**src/rtl/ps2_receiver.sv**
```systemverilog
// PS/2 device-to-host receiver: synchronizes ps2_clk/ps2_data, assembles 11-bit
// frames on ps2_clk falling edges, and queues valid scan-code bytes in a FIFO.
module ps2_receiver #(
  parameter int FIFO_DEPTH     = 8,
  parameter int TIMEOUT_CYCLES = 50000
) (
  input  logic       clk,
  input  logic       rst,
  input  logic       ps2_clk,
  input  logic       ps2_data,
  input  logic       nextdata_n,
  input  logic       ovf_clr,
  output logic [7:0] data,
  output logic       ready,
  output logic       overflow,
  output logic       frame_err
);

  localparam int AW = $clog2(FIFO_DEPTH);
  localparam int TW = $clog2(TIMEOUT_CYCLES + 1);
  localparam logic [AW:0]   FULL_CNT = (AW + 1)'(FIFO_DEPTH);
  localparam logic [TW-1:0] TO_LIMIT = TW'(TIMEOUT_CYCLES);

  // Input synchronizers plus a history flop on ps2_clk for edge detection.
  logic clk_s1, clk_s2, clk_hist;
  logic dat_s1, dat_s2;

  always_ff @(posedge clk or posedge rst) begin
    if (rst) begin
      clk_s1   <= 1'b1;
      clk_s2   <= 1'b1;
      clk_hist <= 1'b1;
      dat_s1   <= 1'b1;
      dat_s2   <= 1'b1;
    end else begin
      clk_s1   <= ps2_clk;
      clk_s2   <= clk_s1;
      clk_hist <= clk_s2;
      dat_s1   <= ps2_data;
      dat_s2   <= dat_s1;
    end
  end

  logic fall;
  assign fall = clk_hist & ~clk_s2;

  // The shift register keeps the ten bits already sampled; the live sample
  // completes the 11-bit frame {stop, parity, d7..d0, start}.
  logic [9:0]    shift_reg;
  logic [3:0]    bit_cnt;
  logic [TW-1:0] tcnt;
  logic [10:0]   frame;
  logic          frame_done;
  logic          frame_ok;
  logic          timeout_hit;

  assign frame       = {dat_s2, shift_reg};
  assign frame_done  = fall && (bit_cnt == 4'd10);
  assign frame_ok    = frame_done && !frame[0] && frame[10] && (^frame[9:1]);
  assign timeout_hit = !fall && (bit_cnt != 4'd0) && (tcnt == TO_LIMIT);

  always_ff @(posedge clk or posedge rst) begin
    if (rst) begin
      shift_reg <= '0;
      bit_cnt   <= '0;
      tcnt      <= '0;
      frame_err <= 1'b0;
    end else begin
      frame_err <= (frame_done && !frame_ok) || timeout_hit;
      if (fall) begin
        shift_reg <= frame[10:1];
        tcnt      <= '0;
        bit_cnt   <= (bit_cnt == 4'd10) ? 4'd0 : bit_cnt + 4'd1;
      end else if (timeout_hit) begin
        bit_cnt <= '0;
        tcnt    <= '0;
      end else if (bit_cnt != 4'd0) begin
        tcnt <= tcnt + 1'b1;
      end
    end
  end

  // Receive FIFO. When full, a simultaneous pop frees the head slot, which is
  // exactly the slot the write pointer addresses, so the push can proceed.
  logic [7:0]  mem [FIFO_DEPTH];
  logic [AW-1:0] wptr, rptr;
  logic [AW:0]   count;
  logic pop, full, push_ok, drop;

  assign pop     = !nextdata_n && (count != '0);
  assign full    = (count == FULL_CNT);
  assign push_ok = frame_ok && (!full || pop);
  assign drop    = frame_ok && full && !pop;

  always_ff @(posedge clk or posedge rst) begin
    if (rst) begin
      for (int i = 0; i < FIFO_DEPTH; i++) mem[i] <= '0;
      wptr     <= '0;
      rptr     <= '0;
      count    <= '0;
      overflow <= 1'b0;
    end else begin
      if (push_ok) begin
        mem[wptr] <= frame[8:1];
        wptr      <= wptr + 1'b1;
      end
      if (pop) rptr <= rptr + 1'b1;
      case ({push_ok, pop})
        2'b10:   count <= count + 1'b1;
        2'b01:   count <= count - 1'b1;
        default: count <= count;
      endcase
      if (drop)         overflow <= 1'b1;
      else if (ovf_clr) overflow <= 1'b0;
    end
  end

  assign data  = mem[rptr];
  assign ready = (count != '0);

endmodule

```
**config.mk**
```make
export PLATFORM = sky130hd
export DESIGN_NAME = ps2_receiver
export DESIGN_NICKNAME = d
export VERILOG_FILES = /design/src/rtl/ps2_receiver.sv
export SDC_FILE = /design/constraint.sdc
export NUM_CORES = 1
export LEC_CHECK = 0
export CELL_PAD_IN_SITES_DETAIL_PLACEMENT = 1
export CELL_PAD_IN_SITES_GLOBAL_PLACEMENT = 2
export CORE_MARGIN = 3
export CORE_UTILIZATION = 46
export CTS_BUF_LIST = sky130_fd_sc_hd__clkbuf_8
export DETAILED_ROUTE_END_ITERATION = 10
export PLACE_DENSITY_LB_ADDON = 0.1
export SLEW_MARGIN = 20
export SYNTH_ARGS = -nofsm -noshare
export SYNTH_HDL_FRONTEND = slang
export SYNTH_SLANG_ARGS = --single-unit
```
**constraint.sdc**
```tcl
create_clock -name clk -period 4.51 [get_ports clk]
set_input_delay 0.6765 -clock clk [delete_from_list [all_inputs] [get_ports clk]]
set_output_delay 0.6765 -clock clk [all_outputs]
set_load 0.05 [all_outputs]
```
**After elaboration in Yosys (flattened, before gate mapping)**

Cells that the tools add are included.
Widths: inputs -> output; s select.

- Add/subtract/negate cells: 6
- Multiply operators: 0
- Div/mod/pow operators: 0
- $lt $le $gt $ge: 3
- Equal/unequal tests: 5
- Shift operators: 0
- Muxes and demuxes: 15
- Bitwise logic cells: 4
- Reduce and logical (&&, ||, !) cells: 27

Operators with widths:

| kind | count |
|---|---|
| $bwmux 64 | 1 |
| $mux 16 | 3 |
| $bmux 8 s3 | 1 |
| $demux 8 s3 | 1 |
| $mux 8 | 3 |
| $add 16x1->16 const B | 1 |
| $eq 16x16->1 const B | 1 |
| $logic_and 1x1->1 | 12 |
| $mux 4 | 3 |
| $reduce_xor 9->1 | 1 |
| $add 4x1->4 const B | 2 |
| $eq 4x4->1 const B | 2 |
| $ge 4x4->1 const B | 2 |
| $not 3->4 | 2 |
| $pmux 4 s2 | 1 |
| $reduce_bool 4->1 | 2 |
| $add 3x1->3 const B | 2 |
| $logic_not 1->1 | 6 |
| $reduce_bool 2->1 | 3 |
| $lt 4x1->1 const B | 1 |
| $sub 4x1->4 const B | 1 |
| $reduce_bool 3->1 | 1 |
| $eq 2x1->1 const B | 1 |
| $eq 2x2->1 const B | 1 |
| 4 further kinds | 6 |

- Register bits after elaboration: 111
- Bits in latches: 0
- Bits in writable memories: 0
- Bits in read-only memories: 0
- Input port bits: 6
- Output and inout bits: 11
- Word-level logic and storage cells: 81
- Memories: 0

**Logic depth before layout (Yosys ltp)**

- Word-level depth: 9
- Depth in mapped cells: 15
- Mapped depth without buffers: 14

**Least setup slack after synthesis**

No wires, ideal clock.

- Kind: reg-to-reg
- From: register clk_hist
- To: register count[2]
- Setup time: 0.125 ns
- Arrival: 2.621 ns
- Required time: 4.385 ns
- Path slack: 1.764 ns
- Cell stages (with the launch flop): 14
- Path buffers: 1
- Period minus slack after synthesis: 2.746 ns
- Cells stage by stage: dfstp_2 nor2b_1 and3b_1 and3_1 clkbuf_1 and2_1 inv_1 ha_1 xor2_1 ha_1 a21oi_1 xor2_1 nor2_1 xor2_1

- Word-level cells in the longest chain between the ends: 8
- Elaborated cells between the ends (all ways): 10
- Classes of those cells: eq/ne: 2; mux: 1; bitwise: 1; reduce/logical: 6

Ends and longest elaborated chain:

| element | RTL line | text |
|---|---|---|
| start: declaration | 25 | `logic clk_s1, clk_s2, clk_hist;` |
| start signal: assignment | 38 | `clk_hist <= clk_s2;` |
| $and 1x1->1 * | 45 | `assign fall = clk_hist & ~clk_s2;` |
| $logic_and 1x1->1 * | 58 | `assign frame_done = fall && (bit_cnt == 4'd10);` |
| $logic_and 1x1->1 * (3 in a row) | 59 | `assign frame_ok = frame_done && !frame[0] && frame[10] && (^frame[9:1]);` |
| $logic_and 1x1->1 * | 92 | `assign push_ok = frame_ok && (!full \|\| pop);` |
| $eq 2x1->1 or $eq 2x2->1 (tied branches) | 108 | `case ({push_ok, pop})` |
| $pmux 4 s2 or $reduce_bool 2->1 (tied branches) | -- |  |
| end signal: assignment | 109 | `2'b10: count <= count + 1'b1;` |
| end signal: assignment | 110 | `2'b01: count <= count - 1'b1;` |
| end signal: assignment | 111 | `default: count <= count;` |
| end: declaration | 87 | `logic [AW:0] count;` |

Every way passes the cells marked *; elsewhere a longest branch is shown, timed or not.
A chain may end at the register's enable or synchronous reset.

**Final worst setup path**

- From: register rptr[0]
- To: output data[1]

- Word-level cells in the longest chain between the ends: 4

Ends and longest elaborated chain:

| element | RTL line | text |
|---|---|---|
| start: declaration | 86 | `logic [AW-1:0] wptr, rptr;` |
| start signal: assignment | 107 | `if (pop) rptr <= rptr + 1'b1;` |
| $not 3->4 (not written as such) | 118 | `assign data = mem[rptr];` |
| $bmux 8 s3 | 118 |  |
| $mux 8 (not written as such) (2 in a row) | 118 |  |
| end: declaration | 13 | `output logic [7:0] data,` |

Every way passes these cells. The select of a mux whose other input is x is not followed.

==> reports/qor.yml <==
status:
  status: "complete, no violations"
setup_path:
  crit_path_end: "data[1]"
  r2r_cells: 13
  crit_arrival_ps: 2820
  critPathMaxStageDelay_ps: 700
  cp.depth: 4
  critPathTopFamily: "buffers and inverters"
  slowest_stage: "clkdlybuf4s50_1"
  required_ps: 3830
  cp-startpoint: "rptr[0]$_DFFE_PP0P_"
  critPathLaunchType: "flop"
  path_buf_inv: 2
  crit_chain: "buf_4 > mux4_2 > mux2_2 > clkdlybuf4s50_1"
  r2r_start: "shift_reg[7]$_DFFE_PP0N_"
  reg2reg_to: "count[2]$_DFFE_PP0P_"
  crit_fanout: 12
  crit_path_end_kind: "primary output"
  path_class: "reg2out"
  r2r_setup_slack_ps: 1410
finish:
  nets: 405
  largest_reg_flops: 64
  area_growth_pct: 9.39
  drive_gt1_share_pct: 33.9
  diodes: 0
power:
  p_leak_nw: 2.68
  p_comb_share_pct: 29.4
  clkPwrFrac_pct: 21.9
  p_total_mw: 2.79
  ir_drop_mv: 0.288
  power.switching_uw: 977
  p_seq_share_pct: 48.7
  switching_share_pct: 35.0
  powerDensity_nw_per_um2: 487
  p_int_mw: 1.82
synthesis:
  synth_edf_count: 0
  syn_area_per_cell_um2: 13.9
  synthAdderAreaFrac_pct: 2.39
  synth_top_family_by_area: "multiplexers"
  yosys.area_share.simple_pct: 9.29
  synth_nets: 394
  ys_async_sr_fraction_pct: 100
  synthMuxAreaShare_pct: 25.5
  synth_cell_types: 41
  ys_seq_elements: 111
  yosysWarnings: 0
  yosysSeqAreaShare_pct: 53.1
  synthXorXnorAreaFrac_pct: 5.59
  synth_compound_area_share_pct: 1.53
  synth_cells: 378
  synth_area_um2: 5240
  synthFlopType: "dfrtp_1"
clock_network:
  hold_buffers: 0
  numCtsBuffers: 9
  cts_buffer_depth: 2
  clkLatencyLatePin_ps: 370
  cts-root-buf: "clkbuf_8"
  cts_tree: "built"
  cts.clk_slew.worst_paths_ps: 100
  h-tree-depth: 3
  cts.sinks: 111
  post_cts_resized: 0
  cts_setup_buffers: 0
detailed_routing:
  vias: 2971
  antenna_left: 0
  finalWirelength_mm: 10.4
  routed_via_density: 5.58
  drt_iter0_markers: 96
  wl_per_cell_um: 19.5
  remaining_drc_errors: 0
  firstDrtPassIters: 4
hold_path:
  hold_path_class: "reg2reg"
placement:
  gp_routability_congestion: 0.703
  portBuffers: 16
  hpwl_mm: 6.72
global_route:
  grt_pass1_vias: 3156
  gr-total-overflow: 0
  grt_max_degree: 112
  grt_pass1_wl_mm: 17.4
  grt.total_usage_pct: 17.7
  antenna_found_initial: 0
floorplanning:
  core_area_um2: 11000
  dieArea_um2: 12700
  rows: 38
  dieHeight_um: 113
  initial_core_util_pct: 47.7
  io_pins: 17
  die_w_um: 113
timing:
  rsz0062_at_grt: "false"
  worst_slew_pin_slew_ps: 889
  finalMaxSlewViolations: 0
  hold_viol: 0
  final.setup.tns_ps: 0
  fin_crit_ps: 3500
  setup_violations: 0
  relSlewSlack_pct: 40.6
  whs_ps: 360
  min_period_over_period_pct: 77.6
  fmax_mhz: 286
  skew_ps: 13.1
flow_run:
  maxCapViolCount: 0
## cell usage after synthesis (2+ instances only)
master	number	area share [%]
and3_1	2	0.24
o21ai_0	5	0.48
a21oi_1	4	0.38
buf_1	2	0.14
ha_1	10	2.4
nand2_1	8	0.57
nor3b_1	3	0.43
nand4b_1	2	0.33
nor2b_1	4	0.48
nor3_1	4	0.38
dfstp_2	5	2.5
xor2_1	14	2.3
xnor2_1	15	2.5
mux2_1	2	0.43
and2_1	3	0.36
nand4_1	4	0.48
o22ai_1	3	0.36
nand2b_1	2	0.24
clkbuf_1	15	1.1
mux2i_1	2	0.38
nor4b_4	2	0.91
nand4_2	4	0.96
buf_4	3	0.43
mux4_2	16	6.9
nand3_1	9	0.86
and4_1	4	0.67
mux2_2	83	18
nor2_1	19	1.4
nand3b_1	2	0.29
dfrtp_1	106	51
inv_1	11	0.79
## per-stage QoR
step	setup slack [ps]	instance area [µm²]	util, %	instances
floorplan	911	5240	-	378
global placement	1390	5540	50.4	518
detailed placement	1360	5540	50.4	518
CTS	943	5730	52.2	532
global route	844	5730	52.2	532
finish	1010	5730	52.2	532
## layer usage
layer / vias up / GRT usage, % / part of all wire, %
met5: - / 0 / 0
met3: 10 / 2.51 / 1.4
met1: 1582 / 26.5 / 50
li1: 1361 / - / -
met2: 18 / 26.6 / 47
met4: 0 / 6.25 / 1.5
## layout make-up
cell class | count | area (µm²)
clock buffers | 11 | 151
well taps | 140 | 175
flip-flops and latches | 111 | 2780
multi-input cells | 235 | 2320
inverters | 11 | 43.8
repair buffers | 21 | 210
clock inverters | 3 | 43.8
fillers | 1090 | 5250
## kinds of logic after synthesis
family / Yosys count
mux: 103
simple gates: 77
xor+xnor: 31
fa+ha+maj: 10
flops: 111
buf+inv: 32
compound gates: 14
## power by group through the flow
stage / combinational, mW / clock, mW / sequential, mW
final: 0.822 / 0.610 / 1.36
after global routing: 0.897 / 0.682 / 1.40
after CTS: 0.835 / 0.632 / 1.37
after detailed placement: 0.835 / 0 / 1.39
after global placement: 0.804 / 0 / 1.38
after floorplan: 0.789 / 0 / 1.21
## cell usage in the layout (no fill, tap or decap), types with 5 or more instances in the layout
cell,count
clkbuf_8,11
clkdlybuf4s50_1,16
dfrtp_1,106
dfstp_2,5
ha_1,10
inv_1,10
mux2_2,83
mux4_2,16
nand2_1,8
nand3_1,9
nor2_1,19
o21ai_0,5
xnor2_1,15
xor2_1,14
## worst min-delay path by stage
stage          slack, ps  cells past startpoint             start               end
6_report             360                      0  dat_s1$_DFF_PP1_  dat_s2$_DFF_PP1_
5_1_grt              370                      0  clk_s1$_DFF_PP1_  clk_s2$_DFF_PP1_
4_1_cts              360                      0  clk_s1$_DFF_PP1_  clk_s2$_DFF_PP1_
3_5_place_dp         350                      0  clk_s1$_DFF_PP1_  clk_s2$_DFF_PP1_
3_3_place_gp         350                      0  clk_s1$_DFF_PP1_  clk_s2$_DFF_PP1_
2_1_floorplan        350                      0  clk_s1$_DFF_PP1_  clk_s2$_DFF_PP1_
Power figures use the tool's default switching activity.
